## config.mk

```make
export PLATFORM = sky130hd
export DESIGN_NAME = gng_stats_monitor
export DESIGN_NICKNAME = d
export VERILOG_FILES = /design/src/rtl/gng_stats_monitor.sv
export SDC_FILE = /design/constraint.sdc
export NUM_CORES = 2
export LEC_CHECK = 0
export CORE_MARGIN = 8
export CORE_UTILIZATION = 63
export DETAILED_ROUTE_END_ITERATION = 6
export GPL_ROUTABILITY_DRIVEN = 0
export GPL_TIMING_DRIVEN = 0
export PLACE_DENSITY = 0.82
export RECOVER_POWER = 100
export SLEW_MARGIN = 40
export SYNTH_ARGS = -nofsm -noshare
export SYNTH_HDL_FRONTEND = slang
export SYNTH_SLANG_ARGS = --single-unit
```

## constraint.sdc

```tcl
create_clock -name clk -period 15.38 [get_ports clk]
set_clock_uncertainty 0.15 [all_clocks]
set_input_delay 4.614 -clock clk [delete_from_list [all_inputs] [get_ports clk]]
set_output_delay 4.614 -clock clk [all_outputs]
set_load 0.02 [all_outputs]
```

## src/rtl/gng_stats_monitor.sv

```systemverilog
// Windowed statistics (sum, sum of squares, min, max) over Gaussian noise sample pairs.
// Define GNG_STATS_HIST_EN to add an 8-bin histogram of sample[15:13] read through hist_sel/hist_cnt.
module gng_stats_monitor #(
  parameter int WINDOW_LOG2 = 10
) (
  input  logic               clk,
  input  logic               reset,
  input  logic               start,
  input  logic               in_valid,
  input  logic signed [15:0] x0,
  input  logic signed [15:0] x1,
  input  logic               ack,
  output logic               busy,
  output logic               done,
  output logic signed [47:0] sum_out,
  output logic        [63:0] sq_out,
  output logic signed [15:0] min_out,
  output logic signed [15:0] max_out,
  input  logic        [2:0]  hist_sel,
  output logic        [17:0] hist_cnt
);

  localparam logic [1:0] S_IDLE  = 2'd0;
  localparam logic [1:0] S_ACCUM = 2'd1;
  localparam logic [1:0] S_DONE  = 2'd2;

  logic [1:0]               state_q, state_d;
  logic [WINDOW_LOG2-1:0]   cnt_q;
  logic signed [47:0]       sum_acc_q, sum_nxt;
  logic        [63:0]       sq_acc_q, sq_nxt;
  logic signed [15:0]       min_acc_q, max_acc_q, min_nxt, max_nxt;
  logic signed [47:0]       sum_res_q;
  logic        [63:0]       sq_res_q;
  logic signed [15:0]       min_res_q, max_res_q;
  logic signed [31:0]       x0_w, x1_w, sq0, sq1;
  logic                     acc_en, last;

  function automatic logic signed [15:0] smin(input logic signed [15:0] a,
                                               input logic signed [15:0] b);
    return (a < b) ? a : b;
  endfunction

  function automatic logic signed [15:0] smax(input logic signed [15:0] a,
                                               input logic signed [15:0] b);
    return (a > b) ? a : b;
  endfunction

  // A start pulse always wins over the sample presented with it.
  assign acc_en = (state_q == S_ACCUM) && in_valid && !start;
  assign last   = acc_en && (&cnt_q);

  always_comb begin
    x0_w    = 32'(x0);
    x1_w    = 32'(x1);
    sq0     = x0_w * x0_w;
    sq1     = x1_w * x1_w;
    sum_nxt = sum_acc_q + 48'(x0) + 48'(x1);
    sq_nxt  = sq_acc_q + 64'($unsigned(sq0)) + 64'($unsigned(sq1));
    min_nxt = smin(min_acc_q, smin(x0, x1));
    max_nxt = smax(max_acc_q, smax(x0, x1));
  end

  always_comb begin
    state_d = state_q;
    case (state_q)
      S_IDLE:  if (start) state_d = S_ACCUM;
      S_ACCUM: if (start) state_d = S_ACCUM;
               else if (last) state_d = S_DONE;
      S_DONE:  if (start) state_d = S_ACCUM;
               else if (ack) state_d = S_IDLE;
      default: state_d = S_IDLE;
    endcase
  end

  always_ff @(posedge clk) begin
    if (!reset) begin
      state_q   <= S_IDLE;
      cnt_q     <= '0;
      sum_acc_q <= '0;
      sq_acc_q  <= '0;
      min_acc_q <= '0;
      max_acc_q <= '0;
      sum_res_q <= '0;
      sq_res_q  <= '0;
      min_res_q <= '0;
      max_res_q <= '0;
    end else begin
      state_q <= state_d;
      if (start) begin
        cnt_q     <= '0;
        sum_acc_q <= '0;
        sq_acc_q  <= '0;
        min_acc_q <= 16'sh7FFF;
        max_acc_q <= 16'sh8000;
      end else if (acc_en) begin
        cnt_q     <= cnt_q + 1'b1;
        sum_acc_q <= sum_nxt;
        sq_acc_q  <= sq_nxt;
        min_acc_q <= min_nxt;
        max_acc_q <= max_nxt;
        // Results capture the window including its final pair, then stay frozen.
        if (last) begin
          sum_res_q <= sum_nxt;
          sq_res_q  <= sq_nxt;
          min_res_q <= min_nxt;
          max_res_q <= max_nxt;
        end
      end
    end
  end

  assign busy    = (state_q == S_ACCUM);
  assign done    = (state_q == S_DONE);
  assign sum_out = sum_res_q;
  assign sq_out  = sq_res_q;
  assign min_out = min_res_q;
  assign max_out = max_res_q;

`ifdef GNG_STATS_HIST_EN
  logic [17:0] bins_q     [8];
  logic [17:0] bins_d     [8];
  logic [17:0] res_bins_q [8];
  logic [17:0] hist_cnt_q;

  always_comb begin
    for (int b = 0; b < 8; b++) begin
      bins_d[b] = bins_q[b] + 18'(x0[15:13] == 3'(b)) + 18'(x1[15:13] == 3'(b));
    end
  end

  always_ff @(posedge clk) begin
    if (!reset) begin
      for (int b = 0; b < 8; b++) begin
        bins_q[b]     <= '0;
        res_bins_q[b] <= '0;
      end
      hist_cnt_q <= '0;
    end else begin
      if (start) begin
        for (int b = 0; b < 8; b++) bins_q[b] <= '0;
      end else if (acc_en) begin
        for (int b = 0; b < 8; b++) bins_q[b] <= bins_d[b];
        if (last) begin
          for (int b = 0; b < 8; b++) res_bins_q[b] <= bins_d[b];
        end
      end
      hist_cnt_q <= res_bins_q[hist_sel];
    end
  end

  assign hist_cnt = hist_cnt_q;
`else
  logic unused_hist_sel;
  assign unused_hist_sel = ^hist_sel;
  assign hist_cnt        = '0;
`endif

endmodule

```

==> summary.txt <==
================================================================================
Critical Path Most Common Cell                                      sky130_fd_sc_hd__inv_1
Number of remaining DRC errors                                                 1
Critical-path top delay cell                                        sky130_fd_sc_hd__clkdlybuf4s50_1
R2R depth                                                                     14
Iteration-0 DRC Markers                                                     3093
Synth area leaders                                                  sky130_fd_sc_hd__fa_1 (30%), sky130_fd_sc_hd__dfxtp_1 (16%), sky130_fd_sc_hd__ha_1 (10%), sky130_fd_sc_hd__inv_1 (8.1%), sky130_fd_sc_hd__nand2_1 (5.0%)
H-tree level count                                                             1
Register area share after synthesis                                        0.163
CTS clock-pin slew for the worst setup and hold paths                    0.07 ns
FF-to-FF setup slack                                                    10.59 ns
Arrival time worst endpoint                                             15.45 ns
Area growth syn-to-layout                                                  10.6%
Number of top-level pins                                                     204
Global-route wire length before repair                                 172000 µm
Largest net degree at the start of global routing                             25
Status                                                              complete, but fails checks
Start of the worst register-to-register path                        sum_acc_q[1]
Violations in the final reports                                     design-rule violations, max-capacitance violations, max-slew violations
Antenna viol nets, final                                                       0
Placeable core region                                                  57700 µm²
Classification of the worst-slack hold path                         register to register
Maximum single-stage delay on the critical path                          0.71 ns
Maximum clock rate                                                      66.0 MHz
TNS Setup                                                                   0 ns
Most frequent cells in the layout                                   sky130_fd_sc_hd__inv_1 (794), sky130_fd_sc_hd__fa_1 (557), sky130_fd_sc_hd__nand2_1 (486)
DIE AREA                                                               66400 µm²
Crit-path leading delay family                                       adder cells
Actual slew at the worst max-slew pin                                    1.51 ns
Initial Util                                                               0.638
Post-layout nets                                                            5439
Via count                                                                  31900
Total Routed Length                                                    109000 µm
Final Setup Violations                                                         0
Cell Area, Placed                                                      39700 µm²
Normalized max-slew margin                                               -0.0150
Clock tree from TritonCTS                                                   done
Number of antenna violations at the first check in global routing              8
Most common library cell in the layout ignoring fill and taps       sky130_fd_sc_hd__inv_1
DPL Wire Length                                                         88600 µm
Critical path launch point                                                x1[10]
Detailed-routing iteration count for the pre-antenna-repair pass               7
Row cnt                                                                       88
Critical path capture point type                                        register
Count of cell instances traversed by the critical path                        37
Number of enable flip-flop cells after synthesis                               0
Kind of start point of the critical path                              input port
Required time at the endpoint of the critical path                      15.68 ns
Critical Path Sink                                                    sq_out[33]
Overall die height                                                        258 µm
Number of maximum-capacitance constraint violations                            1
Syn Area/Cell                                                           8.54 µm²
Dominant synthesized flop cell                                      sky130_fd_sc_hd__dfxtp_1
Number of slew-limit violations in the final report                            8
Maximum number of buffers from clock root to sink                              3
Synthesis Warnings                                                             0
Vias in the first global route                                             32100
Final critical delay including setup and external delays                15.15 ns
Wire per inst                                                            20.4 µm
Summed area of non-filler cells in the final layout                    40700 µm²
Category of the critical setup timing path                          input port to register
Number of buffers created by CTS                                              31
Unique cell type count in the Yosys netlist                                   82
Congestion Overflow GR                                                         0
Number of input and output port buffers inserted                             182
Chip Width                                                                258 µm
Buffer type at the clock tree root                                  sky130_fd_sc_hd__clkbuf_16
Number of sinks driven by the clock tree                                     300
Fraction of layout instances using a drive strength above 1               0.0302
Instance count of the mapped netlist                                        4312
Post-cts hold buffer count                                                     0
Largest fanout on the critical path                                           11
Synth top area share                                                       0.303
Number of hold violations in the final report                                  0
Post-route clock period utilization                                        0.985
Asr flop ratio synth                                                           0
Clock Latency Late Sink                                                  0.60 ns
Global routing usage summed across all routing layers                      0.326
Combined area of all synthesized cells                                 36800 µm²
Endpoint of the worst-slack reg-to-reg timing path                   sum_out[47]
Yosys reg bits                                                               300
Average vias per placed instance                                            5.97
Cell type with the largest total area after synthesis               sky130_fd_sc_hd__fa_1
Critical path buffer and inverter count                                       11
================================================================================
-- how the worst min path moves through the flow --
stage	from	cells past startpoint	to	slack, ns
floorplan	state_q[1]	1	state_q[0]	0.28
detailed placement	sum_out[34]	2	sum_out[34]	0.29
CTS	sq_out[8]	2	sq_out[8]	0.30
global placement	sq_out[8]	2	sq_out[8]	0.29
global route	sq_acc_q[10]	2	sq_acc_q[10]	0.31
finish	sq_out[8]	2	sq_out[8]	0.30
-- worst reg2reg max path: cells and delay by family (launching register included) --
kind,cells,cell delay [ns]
buffers and inverters,1,0.05
flip-flops,1,0.33
AO/OA/AOI/OAI,8,2.61
AND/OR/NAND/NOR,1,0.18
XOR/XNOR,1,0.26
adder cells (fa/ha/maj),3,1.07
-- synth_stat cells, drive strengths merged (5+ instances only) --
library cell  count
nor2            271
a21oi           303
clkinv           10
nand3           115
nand2           486
clkbuf          155
a211oi           48
or3              23
o31a              7
xor2             82
nor3b             6
nand4            60
buf              43
a211o             8
nor2b            16
ha              298
o21bai           15
o31ai            25
o211ai           18
nor4             11
or2               9
a21o             76
o21ai           149
nor3             41
a31oi            16
fa              557
and2             65
or4               7
inv             794
and4              6
dfxtp           300
o311ai           17
a31o              5
xnor2           120
mux2i            31
o21a             29
and3             15
nand2b           25
-- cell families after synthesis --
kind of cell               Yosys count  synth area share
xor gates and xnor gates           202            0.0481
AOI/OAI and AO/OA                  760             0.129
muxes                               32           0.00873
and+or+nand+nor                   1160             0.142
DFF                                300             0.163
other                                1          0.000102
buffers and inverters             1002             0.105
adders and majority gates          855             0.404
-- area by class of cell --
type | count | area, µm²
Multi-Input combinational cell | 3027 | 27000
Fill cell | 4522 | 17000
Sequential cell | 300 | 6010
Inverter | 804 | 3020
Timing Repair Buffer | 186 | 1870
Tap cell | 765 | 957
Clock buffer | 42 | 877
Buffer | 194 | 840
Clock inverter | 13 | 186
Antenna cell | 3 | 7.51
-- routing by layer --
metal,up-vias,part of all wire,GRT usage
met4,6,0.065,0.176
met2,1750,0.44,0.502
met1,15500,0.38,0.415
met5,-,0.00039,0
li1,14200,-,-
met3,405,0.12,0.0919
-- state kept, by name, indices dropped and copies added, names as in the netlist --
signal,cells
cnt_q,10
max_out,16
max_acc_q,16
min_acc_q,16
min_out,16
sum_acc_q,48
sq_out,64
state_q,2
sum_out,48
sq_acc_q,64
-- stage by stage --
| step | cells | worst slack (ns) | hold WS, ns | util |
|---|---|---|---|---|
| floorplan | 4329 | 1.91 | 0.279 | - |
| global placement | 5276 | -2.50 | 0.288 | 0.687 |
| detailed placement | 5278 | -0.831 | 0.295 | 0.688 |
| CTS | 5333 | 0.0175 | 0.304 | 0.707 |
| global route | 5332 | -0.0106 | 0.315 | 0.706 |
| finish | 5334 | 0.234 | 0.300 | 0.706 |
-- repair_timing --
action                                  CTS  global route
resized for setup                         5            35
endpoints found under the setup margin   40            64
setup buffers                             0             1
pin swaps                                 0             1
Power is left out: the tool's default activity adds up to more than one toggle a clock period on the data nets, which glitch-free logic cannot reach.
